## src/rtl/module_task_regpipe_pkg.sv

```systemverilog
// Shared opcode type and stage-0 next-value task for the task-driven register pipeline.
// The task works on a MAX_W-bit container and masks the result to the caller's width.
package module_task_pkg;

  typedef enum logic [1:0] {OP_PASS, OP_CLEAR, OP_INVERT, OP_INCR} op_e;

  localparam int unsigned MAX_W = 64;

  task automatic compute_next_reg_value(
    input  logic [MAX_W-1:0] data,
    input  op_e              op,
    input  int unsigned      width,
    output logic [MAX_W-1:0] next
  );
    logic [MAX_W-1:0] mask;
    mask = (width >= MAX_W) ? '1 : ((MAX_W'(1) << width) - MAX_W'(1));
    case (op)
      OP_PASS:   next = data;
      OP_CLEAR:  next = '0;
      OP_INVERT: next = ~data;
      default:   next = data + MAX_W'(1);
    endcase
    // masking gives INVERT its width and makes INCR wrap modulo 2^width
    next = next & mask;
  endtask

endpackage

```

## src/rtl/module_task_regpipe_stage.sv

```systemverilog
// One elastic pipeline stage: valid+data register, 1-cycle latency; holds when load is low.
// Flush clears only the valid bit; a bubble load clears valid and keeps the stale data.
module module_task_stage #(
  parameter int WIDTH = 4
) (
  input  logic             in_task_clk,
  input  logic             in_task_rst,
  input  logic             load,
  input  logic             flush,
  input  logic             src_vld,
  input  logic [WIDTH-1:0] src_dat,
  output logic             stg_vld,
  output logic [WIDTH-1:0] stg_dat
);

  always_ff @(posedge in_task_clk or negedge in_task_rst) begin
    if (!in_task_rst) begin
      stg_vld <= 1'b0;
      stg_dat <= '0;
    end else if (flush) begin
      stg_vld <= 1'b0;
    end else if (load) begin
      stg_vld <= src_vld;
      if (src_vld) stg_dat <= src_dat;
    end
  end

endmodule

```

## src/rtl/module_task_regpipe.sv

```systemverilog
// DEPTH-stage valid/ready register pipeline with a stage-0 opcode transform; latency DEPTH cycles.
// Ready is combinational from in_task_ready, so empty stages collapse; MODULE_TASK_CNT_EN adds a saturating beat counter.
module module_task_regpipe
  import module_task_pkg::*;
#(
  parameter int WIDTH = 4,
  parameter int DEPTH = 2
`ifdef MODULE_TASK_CNT_EN
  ,
  parameter int CNT_W = 8
`endif
) (
  input  logic             in_task_clk,
  input  logic             in_task_rst,
  input  logic             in_task_valid,
  output logic             out_task_ready,
  input  logic [WIDTH-1:0] in_task_data,
  input  logic [1:0]       in_task_op,
  input  logic             in_task_flush,
  output logic             out_task_valid,
  input  logic             in_task_ready,
  output logic [WIDTH-1:0] out_task_reg
`ifdef MODULE_TASK_CNT_EN
  ,
  output logic [CNT_W-1:0] out_task_count
`endif
);

  logic [DEPTH-1:0] stg_vld;
  logic [WIDTH-1:0] stg_dat [DEPTH];
  logic [DEPTH-1:0] load;
  logic [MAX_W-1:0] nxt_ext;
  logic             nxt_unused;

  // A stage may load when downstream accepts or any stage at or after it is empty.
  genvar k;
  for (k = 0; k < DEPTH; k++) begin : g_load
    assign load[k] = in_task_ready | ~(&stg_vld[DEPTH-1:k]);
  end

  assign out_task_ready = load[0];
  assign out_task_valid = stg_vld[DEPTH-1];
  assign out_task_reg   = stg_dat[DEPTH-1];

  always_comb begin
    nxt_ext = '0;
    compute_next_reg_value(MAX_W'(in_task_data), op_e'(in_task_op), WIDTH, nxt_ext);
  end

  assign nxt_unused = ^nxt_ext;

  for (k = 0; k < DEPTH; k++) begin : g_stage
    if (k == 0) begin : g_head
      module_task_stage #(.WIDTH(WIDTH)) u_stage (
        .in_task_clk (in_task_clk),
        .in_task_rst (in_task_rst),
        .load        (load[0]),
        .flush       (in_task_flush),
        .src_vld     (in_task_valid),
        .src_dat     (nxt_ext[WIDTH-1:0]),
        .stg_vld     (stg_vld[0]),
        .stg_dat     (stg_dat[0])
      );
    end else begin : g_body
      module_task_stage #(.WIDTH(WIDTH)) u_stage (
        .in_task_clk (in_task_clk),
        .in_task_rst (in_task_rst),
        .load        (load[k]),
        .flush       (in_task_flush),
        .src_vld     (stg_vld[k-1]),
        .src_dat     (stg_dat[k-1]),
        .stg_vld     (stg_vld[k]),
        .stg_dat     (stg_dat[k])
      );
    end
  end

`ifdef MODULE_TASK_CNT_EN
  logic in_xfer;
  assign in_xfer = in_task_valid & load[0] & ~in_task_flush;

  always_ff @(posedge in_task_clk or negedge in_task_rst) begin
    if (!in_task_rst) begin
      out_task_count <= '0;
    end else if (in_xfer && (out_task_count != '1)) begin
      out_task_count <= out_task_count + CNT_W'(1);
    end
  end
`endif

endmodule

```

## config.mk

```make
export PLATFORM = sky130hd
export DESIGN_NAME = module_task_regpipe
export DESIGN_NICKNAME = d
export VERILOG_FILES = /design/src/rtl/module_task_regpipe_pkg.sv /design/src/rtl/module_task_regpipe_stage.sv /design/src/rtl/module_task_regpipe.sv
export SDC_FILE = /design/constraint.sdc
export NUM_CORES = 1
export LEC_CHECK = 0
export ABC_AREA = 1
export BUFFER_PORTS_ARGS = -buffer_cell sky130_fd_sc_hd__buf_2
export CAP_MARGIN = 20
export CELL_PAD_IN_SITES_DETAIL_PLACEMENT = 0
export CELL_PAD_IN_SITES_GLOBAL_PLACEMENT = 1
export CORE_UTILIZATION = 36
export CTS_BUF_LIST = sky130_fd_sc_hd__clkbuf_8
export CTS_CLUSTER_DIAMETER = 100
export DETAILED_ROUTE_END_ITERATION = 8
export GPL_TIMING_DRIVEN = 0
export HOLD_SLACK_MARGIN = 0.02
export PLACE_DENSITY = 0.77
export SYNTH_ARGS = -nofsm -noshare
export SYNTH_HDL_FRONTEND = slang
export SYNTH_SLANG_ARGS = --single-unit
```

## constraint.sdc

```tcl
create_clock -name in_task_clk -period 1 [get_ports in_task_clk]
set_input_delay 0.15 -clock in_task_clk [delete_from_list [all_inputs] [get_ports in_task_clk]]
set_output_delay 0.15 -clock in_task_clk [all_outputs]
set_load 0.05 [all_outputs]
```

==> impl_metrics.json <==
{
  "hp-class": "in -> reg",
  "period_minus_slack_ns": 1.113,
  "gp_congestion": 0.6679,
  "slew_violations": 0,
  "core_area_mm2": 0.001350,
  "clock_skew_ns": 0.001764,
  "multi_input_area_um2": 250.2,
  "cp.required_ns": 0.85,
  "power.total_w": 0.001366,
  "worstMarginPinSlew_ns": 0.2467,
  "grt_pass1_wl_um": 1607,
  "drv_cap": 0,
  "setup.worst_path.end_class": "primary output",
  "clock-sinks": 10,
  "clkLatencyLatePin_ns": 0.23,
  "final.period_utilization_pct": 111.3,
  "cpLargestDelayFamily": "flip-flops",
  "grt_max_degree": 11,
  "rsz0062_at_grt": "true",
  "cts_buffers": 3,
  "ant_nets": 0,
  "ff_latch_area_um2": 251.5,
  "antenna_found_initial": 0,
  "num_rows": 13,
  "crit_type": "reg -> out",
  "reg2reg_setup_slack_ns": -0.08,
  "wl_um": 967,
  "clock.fmax_ghz": 0.8984,
  "clk_pin_slew_ns": 0.05,
  "wire_per_inst_um": 9.123,
  "start_kind": "flop",
  "drt_first_pass_iters": 4,
  "max_slew_margin_pct": 83.66,
  "h-tree-depth": 1,
  "max_stage_delay_ns": 0.42,
  "cp_num_buf_inv": 2,
  "via_count": 485,
  "synthCells": 68,
  "clock_path_buffers": 2,
  "ys_ff_latch": 10,
  "vdd_drop_max_mv": 0.6332,
  "slowest_stage": "dfrtp_2",
  "synth_top_area_cell": "dfrtp_1",
  "ys_types": 18,
  "violations": "negative setup slack",
  "die_area_mm2": 0.001671,
  "yosysWarningCount": 0,
  "syn_nets": 80,
  "setup_viol": 6,
  "drive_gt1_share_pct": 39.56,
  "worst_slack_ns": -0.1131,
  "syn_area_per_cell_um2": 8.004,
  "area_growth_pct": 38.85,
  "hold_ws_ns": 0.1130,
  "cts_tree": "yes",
  "cp.arrival_ns": 0.96,
  "grt.overflow.total": 0,
  "cp_cell_sequence": "nand2_4, nor2_4, inv_2, buf_6",
  "dieHeight_um": 40.88,
  "netlist_area_um2": 544.3,
  "pin_count": 17,
  "fillCellCount": 134,
  "nNetsFinal": 104,
  "dp_hpwl_um": 763.9,
  "power_density_mw_per_mm2": 1808,
  "drtIter0Drc": 9,
  "start_util_pct": 40.32,
  "cts_root_buf": "clkbuf_8",
  "drc": 0,
  "fp.dieW_um": 40.88,
  "synthTopCellsByArea": "dfrtp_1, nand2_1, inv_1, nor2_4, nand3_1",
  "pre_cts_slack_ns": -0.03511,
  "num_antenna_cells": 0,
  "portBuffers": 15,
  "hold_violations": 0,
  "grt_pass1_vias": 424,
  "ys_seq_area_share_pct": 45.98,
  "status": "finished, violations left",
  "synth_top_area_share_pct": 45.98,
  "crit_fanout": 2,
  "leakage_nw": 0.4011,
  "grtUsageTotal_pct": 15.14,
  "viasPerCell": 4.575
}
-- power by group --
group | internal, W | switching, W | leakage (nW)
clock | 0.000345 | 0.000146 | 0.0288
sequential | 0.000471 | 0.0000324 | 0.126
combinational | 0.000122 | 0.000249 | 0.246
-- cells in the mapped netlist --
cell type and count:
buf_6 1, nand2_1 22, ha_1 1, o21ai_1 2, dfrtp_1 10, nand3_1 4
nand2_2 2, a21oi_2 1, o21ai_2 1, o211ai_1 2, inv_1 9, nor2_2 1
nor2_1 1, inv_2 3, o21ai_0 4, a21oi_1 1, nor2_4 2, nand3_2 1
-- final cells by class --
class | instances | share of cell area [%]
well taps | 15 | 2.483
inverters | 12 | 5.960
clock buffers | 4 | 7.285
repair buffers | 19 | 16.39
flip-flops and latches | 10 | 33.28
multi-input cells | 45 | 33.11
plain buffers | 1 | 1.490
-- stage by stage --
stage	util [%]	area, um2	cells	TNS (ns)
2_1_floorplan	-	550.5	68	-0.6361
3_3_place_gp	47.73	644.4	98	-0.02400
3_5_place_dp	47.73	644.4	98	-0.04928
4_1_cts	55.24	745.7	106	-0.4763
5_1_grt	55.98	755.7	106	-0.8245
6_report	55.98	755.7	106	-0.3667
-- layout by cell type (no fill, tap or decap), drive strengths merged --
cell,count
nor2,4
nand2,24
dlygate4sd3,1
buf,15
inv,12
clkbuf,8
ha,1
dfrtp,10
o211ai,2
nand3,5
a21oi,2
o21ai,7
-- worst reg2reg max path, delay by kind of cell (launching register included) --
family	cells	cell delay, ns
flops	1	0.42
buf+inv	2	0.19
simple gates	5	0.35
-- metal layers --
metal / share of wire, % / up-vias / GRT usage (%)
met5: 0 / - / 0
met4: 2.0 / 0 / 15.00
met3: 3.2 / 2 / 1.630
met2: 49 / 14 / 24.22
met1: 46 / 210 / 16.94
li1: - / 259 / -
-- state kept, by name (all words and copies together), names as in the netlist --
name and count:
g_stage.g_body.u_stage.stg_vld 1, g_stage.g_head.u_stage.stg_vld 1, g_stage.g_body.u_stage.stg_dat 4, g_stage.g_head.u_stage.stg_dat 4
-- cells by family after synthesis --
logic type               Yosys count  synth area share [%]
AO/OA/AOI/OAI                     11                 12.41
adder cells (fa/ha/maj)            1                 2.298
buffers and inverters             13                 10.34
flip-flops                        10                 45.98
AND/OR/NAND/NOR                   33                 28.97
-- worst paths after layout --
path	startpoint	end	cells after the start
setup / recovery	g_stage[1].g_body.u_stage.stg_vld	out_task_ready	4
hold / removal	in_task_flush	g_stage[1].g_body.u_stage.stg_vld	2
setup reg to reg	g_stage[1].g_body.u_stage.stg_vld	g_stage[0].g_head.u_stage.stg_dat[2]	7
hold reg to reg	g_stage[0].g_head.u_stage.stg_dat[3]	g_stage[0].g_head.u_stage.stg_dat[3]	2
max in group asynchronous	in_task_rst	g_stage[1].g_body.u_stage.stg_vld	2
min in group asynchronous	in_task_rst	g_stage[1].g_body.u_stage.stg_dat[0]	2
-- repair_timing --
item | in CTS | in global routing
gates resized for setup | 4 | 4
pin swaps | 2 | 1
hold buffers | 1 | 0
endpoints found under the hold margin | 10 | 0
endpoints found under the setup margin | 2 | 14
setup buffers | 3 | 0
Power figures use the tool's default switching activity.
